## config.mk

```make
export PLATFORM = sky130hd
export DESIGN_NAME = seg7_meridiem_decoder
export DESIGN_NICKNAME = d
export VERILOG_FILES = /design/src/rtl/seg7_pkg.sv /design/src/rtl/seg7_glyph_lut.sv /design/src/rtl/seg7_meridiem_decoder.sv
export SDC_FILE = /design/constraint.sdc
export NUM_CORES = 1
export LEC_CHECK = 0
export CORE_UTILIZATION = 58
export CTS_BUF_LIST = sky130_fd_sc_hd__clkbuf_8
export CTS_CLUSTER_DIAMETER = 200
export CTS_CLUSTER_SIZE = 12
export DETAILED_ROUTE_END_ITERATION = 16
export PLACE_DENSITY = 0.87
export SLEW_MARGIN = 20
export SYNTH_ARGS = -nofsm -noshare
export SYNTH_HDL_FRONTEND = slang
export SYNTH_SLANG_ARGS = --single-unit
```

## constraint.sdc

```tcl
create_clock -name clk -period 3.7 [get_ports clk]
set_clock_uncertainty 0.05 [all_clocks]
set_input_delay 0.74 -clock clk [delete_from_list [all_inputs] [get_ports clk]]
set_output_delay 0.74 -clock clk [all_outputs]
set_load 0.1 [all_outputs]
```

## src/rtl/seg7_pkg.sv

```systemverilog
// Shared seven-segment glyph and symbol definitions for the display encoders
// and the receive-side decoder.
package seg7_pkg;

  // Segment order is {A,B,C,D,E,F,G} = seg[6:0]
  localparam logic [6:0] GLYPH_0     = 7'b1111110;
  localparam logic [6:0] GLYPH_1     = 7'b0110000;
  localparam logic [6:0] GLYPH_2     = 7'b1101101;
  localparam logic [6:0] GLYPH_3     = 7'b1111001;
  localparam logic [6:0] GLYPH_4     = 7'b0110011;
  localparam logic [6:0] GLYPH_5     = 7'b1011011;
  localparam logic [6:0] GLYPH_6     = 7'b1011111;
  localparam logic [6:0] GLYPH_7     = 7'b1110000;
  localparam logic [6:0] GLYPH_8     = 7'b1111111;
  localparam logic [6:0] GLYPH_9     = 7'b1111011;
  localparam logic [6:0] GLYPH_AM    = 7'b1101111;
  localparam logic [6:0] GLYPH_PM    = 7'b1100111;
  localparam logic [6:0] GLYPH_BLANK = 7'b0000000;

  localparam logic [3:0] SYM_AM      = 4'd10;
  localparam logic [3:0] SYM_PM      = 4'd11;
  localparam logic [3:0] SYM_BLANK   = 4'd12;
  localparam logic [3:0] SYM_INVALID = 4'd15;

  typedef enum logic {
    MER_AM = 1'b0,
    MER_PM = 1'b1
  } meridiem_e;

  // Forward mapping used by the encoder side; codes outside 0..12 show blank
  function automatic logic [6:0] sym_glyph(input logic [3:0] code);
    case (code)
      4'd0:    sym_glyph = GLYPH_0;
      4'd1:    sym_glyph = GLYPH_1;
      4'd2:    sym_glyph = GLYPH_2;
      4'd3:    sym_glyph = GLYPH_3;
      4'd4:    sym_glyph = GLYPH_4;
      4'd5:    sym_glyph = GLYPH_5;
      4'd6:    sym_glyph = GLYPH_6;
      4'd7:    sym_glyph = GLYPH_7;
      4'd8:    sym_glyph = GLYPH_8;
      4'd9:    sym_glyph = GLYPH_9;
      SYM_AM:  sym_glyph = GLYPH_AM;
      SYM_PM:  sym_glyph = GLYPH_PM;
      default: sym_glyph = GLYPH_BLANK;
    endcase
  endfunction

endpackage

```

## src/rtl/seg7_glyph_lut.sv

```systemverilog
// Combinational reverse lookup: segment pattern to symbol code.
module seg7_glyph_lut
  import seg7_pkg::*;
(
  input  logic [6:0] seg,
  output logic [3:0] code
);

  always_comb begin
    code = SYM_INVALID;
    case (seg)
      GLYPH_0:     code = 4'd0;
      GLYPH_1:     code = 4'd1;
      GLYPH_2:     code = 4'd2;
      GLYPH_3:     code = 4'd3;
      GLYPH_4:     code = 4'd4;
      GLYPH_5:     code = 4'd5;
      GLYPH_6:     code = 4'd6;
      GLYPH_7:     code = 4'd7;
      GLYPH_8:     code = 4'd8;
      GLYPH_9:     code = 4'd9;
      GLYPH_AM:    code = SYM_AM;
      GLYPH_PM:    code = SYM_PM;
      GLYPH_BLANK: code = SYM_BLANK;
      default:     code = SYM_INVALID;
    endcase
  end

endmodule

```

## src/rtl/seg7_meridiem_decoder.sv

```systemverilog
// Seven-segment receive monitor: debounces the segment lines, classifies each
// stable glyph and tracks AM/PM state plus a saturating toggle count.
module seg7_meridiem_decoder
  import seg7_pkg::*;
#(
  parameter int STABLE_CYCLES = 4,
  parameter int CNT_W         = 4
) (
  input  logic       clk,
  input  logic       rst_n,
  input  logic [6:0] seg,
  output logic [3:0] sym_code,
  output logic       sym_valid,
  output logic       sym_err,
  output logic       is_pm,
  output logic       meridiem_known,
  output logic [7:0] toggle_cnt
);

  localparam logic [CNT_W-1:0] STABLE = CNT_W'(STABLE_CYCLES);

  logic [6:0]       cand;
  logic [CNT_W-1:0] stab_cnt;
  logic [CNT_W-1:0] cnt_nxt;
  logic             changed;
  logic             counting;
  logic             accept;
  logic [3:0]       code;
  logic             is_mer;
  meridiem_e        mer_new;

  // The candidate always becomes seg at the next edge, so classifying seg
  // directly gives the code of the run being accepted, even when
  // STABLE_CYCLES=1 accepts on the very edge of a change.
  seg7_glyph_lut u_lut (
    .seg  (seg),
    .code (code)
  );

  always_comb begin
    changed  = (seg != cand);
    counting = (stab_cnt < STABLE);
    cnt_nxt  = stab_cnt;
    if (changed)       cnt_nxt = CNT_W'(1);
    else if (counting) cnt_nxt = stab_cnt + CNT_W'(1);
    // A held run parks at STABLE, so only the edge that reaches it accepts
    accept  = (cnt_nxt == STABLE) && (changed || counting);
    is_mer  = (code == SYM_AM) || (code == SYM_PM);
    mer_new = (code == SYM_PM) ? MER_PM : MER_AM;
  end

  always_ff @(posedge clk) begin
    if (!rst_n) begin
      cand           <= GLYPH_BLANK;
      stab_cnt       <= '0;
      sym_code       <= SYM_BLANK;
      sym_valid      <= 1'b0;
      sym_err        <= 1'b0;
      is_pm          <= MER_AM;
      meridiem_known <= 1'b0;
      toggle_cnt     <= 8'd0;
    end else begin
      cand      <= seg;
      stab_cnt  <= cnt_nxt;
      sym_valid <= accept;
      if (accept) begin
        sym_code <= code;
        sym_err  <= (code == SYM_INVALID);
        if (is_mer) begin
          if (meridiem_known && (is_pm != mer_new) && (toggle_cnt != 8'hFF))
            toggle_cnt <= toggle_cnt + 8'd1;
          is_pm          <= mer_new;
          meridiem_known <= 1'b1;
        end
      end
    end
  end

endmodule

```

==> out/results.ini <==
[placed_design]
gp_congestion = 0.855
post-dp-hpwl_um = 2240
portBuffers = 24

[yosys]
yosys_warnings = 0
synth_compound_area_share_pct = 18.9
synthXorXnorAreaFrac_pct = 5.48
ys_seq_elements = 27
synth.distinct_cells = 43
synth_mux_area_share_pct = 0.696
ys_seq_area_share_pct = 37.6
synth_edf_count = 0
synthCells = 169
synthesis.area_um2 = 1440
synth-simple-area-share_pct = 29.9
syn_area_per_cell_um2 = 8.51
synthArstFlopShare_pct = 0
synth-adder-area-share_pct = 1.74
synth_top_family_by_area = simple AND/OR/NAND/NOR gates
synth_fp_nets = 180
synth_flop_cell = dfxtp_1

[clocking]
numCtsBuffers = 3
h-tree-depth = 1
clk_latency_ns = 0.28
clock-root-buffer = clkbuf_8
cts_sinks = 27
post_cts_buffers = 0
cts_resized = 0
clock_path_buffers = 2
cts_tree = yes
hold_buffers = 0
clk_pin_slew_worst_paths_ns = 0.09

[final_layout]
fill_cells = 172
multi_input_area_um2 = 816
fin_util_pct = 75.0
seqCellArea_um2 = 541
n_antenna_cell = 0
layout_common_cells = 27 x dfxtp_1, 24 x clkdlybuf4s50_1, 13 x nor2_1, 11 x a21oi_1, 10 x nand2_1
drive_above_1_share_pct = 4.32
syn_to_final_growth_pct = 18.7
layout.nets = 197
final_common_cell = dfxtp_1

[pwr]
powerDensity_nw_per_um2 = 309
vdd_ir_drop_max_mv = 0.227
p_leak_uw = 0.000635

[critical_path]
critPathTopFamily = simple AND/OR/NAND/NOR gates
end_kind = flip-flop
path_class = input port to flip-flop
critPathBufInv = 1
critPathRequiredTime_ns = 3.85
worstPathCellList = clkdlybuf4s50_1, xor2_1, nor4_4, nand4b_4, or4_1, a21oi_1
crit_start = seg[3]
r2r_start = stab_cnt[0]
arrival_ns = 3.13
start_kind = input port
cp_slowest_stage_delay_ns = 0.80
crit_fanout = 18
cp_slowest_cell = clkdlybuf4s50_1

[floorplanning]
die_x_um = 51.8
die_y_um = 51.8
dieArea_um2 = 2680
io_pins = 25
initial_core_util_pct = 63.2
core_area_um2 = 2280
rows = 17

[sta]
layout_min_cycle_time_ns = 2.98
setup_tns_ns = 0
hold_viol = 0
tightest_slew_ns = 0.979
relSlewSlack_pct = 34.5
worst_hold_slack_ns = 0.434
fin_crit_sh_pct = 80.5
fmax_ghz = 0.336
setup_violations = 0
rsz0062_at_grt = no
slew_violations = 0

[drt]
wirelength_um = 3130
drt_iter0_drc = 30
dr_total_vias = 1307
drt_pre_antenna_iters = 4
viasPerCell = 6.14
wl_per_cell_um = 14.7
drtAntennaViolNets = 0
post-route-drc-count = 0

[grt]
overflow = 0
track_usage_pct = 26.4
grt_pass1_vias = 1199
grt_max_degree = 19
grt_pass1_wl_um = 5240
antenna_found_initial = 0

[flow_run]
cap_violations = 0

[hold_path]
min_path_type = flip-flop to flip-flop
hold_start = meridiem_known

[run_status]
outcome = complete, no violations

cells in the mapped netlist, types with 4 or more instances:
cell      number  area share, %
nand2b_1       5            2.2
o31ai_1        7            3.7
o21ai_0        6            2.1
nand4_1        4            1.7
inv_1          7            1.8
xor2_1         8            4.9
a21oi_1       11            3.8
nand2_1       10            2.6
dfxtp_1       27             38
or4_1          7            3.7
nor2_1        13            3.4
and2_1         6            2.6
nand3_1        9            3.1
clkbuf_1       9            2.3
metal layers:
layer	GRT usage, %	wire [um]
met1	30.6	1400
met2	49.1	1570
met3	3.80	130
met4	8.56	38
met5	0	0
cell type report:
| cell class | instances | area share, % |
|---|---|---|
| flip-flops and latches | 27 | 31.7 |
| clock buffers | 3 | 2.42 |
| well taps | 28 | 2.05 |
| inverters | 7 | 1.54 |
| repair buffers | 24 | 14.1 |
| clock inverters | 1 | 0.440 |
| multi-input cells | 123 | 47.8 |
path summary, 6_finish.rpt:
check | to | depth (start not counted) | slack, ns
setup / recovery | toggle_cnt[7] | 6 | 0.72
setup reg to reg | toggle_cnt[7] | 6 | 1.57
hold reg to reg | meridiem_known | 2 | 0.43
hold / removal | meridiem_known | 2 | 0.43
through the flow:
step / setup slack (ns) / std cells / area [um^2] / power (uW)
2_1_floorplan: 1.34 / 169 / 1440 / 343
3_3_place_gp: 0.553 / 209 / 1660 / 357
3_5_place_dp: 0.442 / 209 / 1660 / 359
4_1_cts: 0.722 / 213 / 1710 / 526
5_1_grt: 0.526 / 213 / 1710 / 545
6_report: 0.720 / 213 / 1710 / 527
worst register-to-register path: stages, from the launching register on:
cell and delay, ns:
dfxtp_1 0.35, ha_1 0.32, nor2_1 0.12, nand3_1 0.15, nand4b_4 0.33, or4_1 0.57, a21oi_1 0.16
state kept, by name (all words and copies together) (netlist names):
name / cells
toggle_cnt: 8
cand: 7
stab_cnt: 4
sym_code: 4
is_pm: 1
meridiem_known: 1
sym_err: 1
sym_valid: 1
power by group:
part	total, uW	internal (uW)	switching, uW
sequential	298	295	2.51
clock	174	76.6	97.6
combinational	55.3	21.5	33.8
total	527	393	134
cells by family (layout without fill, tap and decap cells):
group | count (synthesis) | count (layout)
buffers and inverters | 19 | 35
adder cells (fa/ha/maj) | 2 | 2
multiplexers | 1 | 1
XOR/XNOR | 9 | 9
flip-flops | 27 | 27
AO/OA/AOI/OAI | 40 | 40
AND/OR/NAND/NOR | 71 | 71
Power figures use the tool's default switching activity.
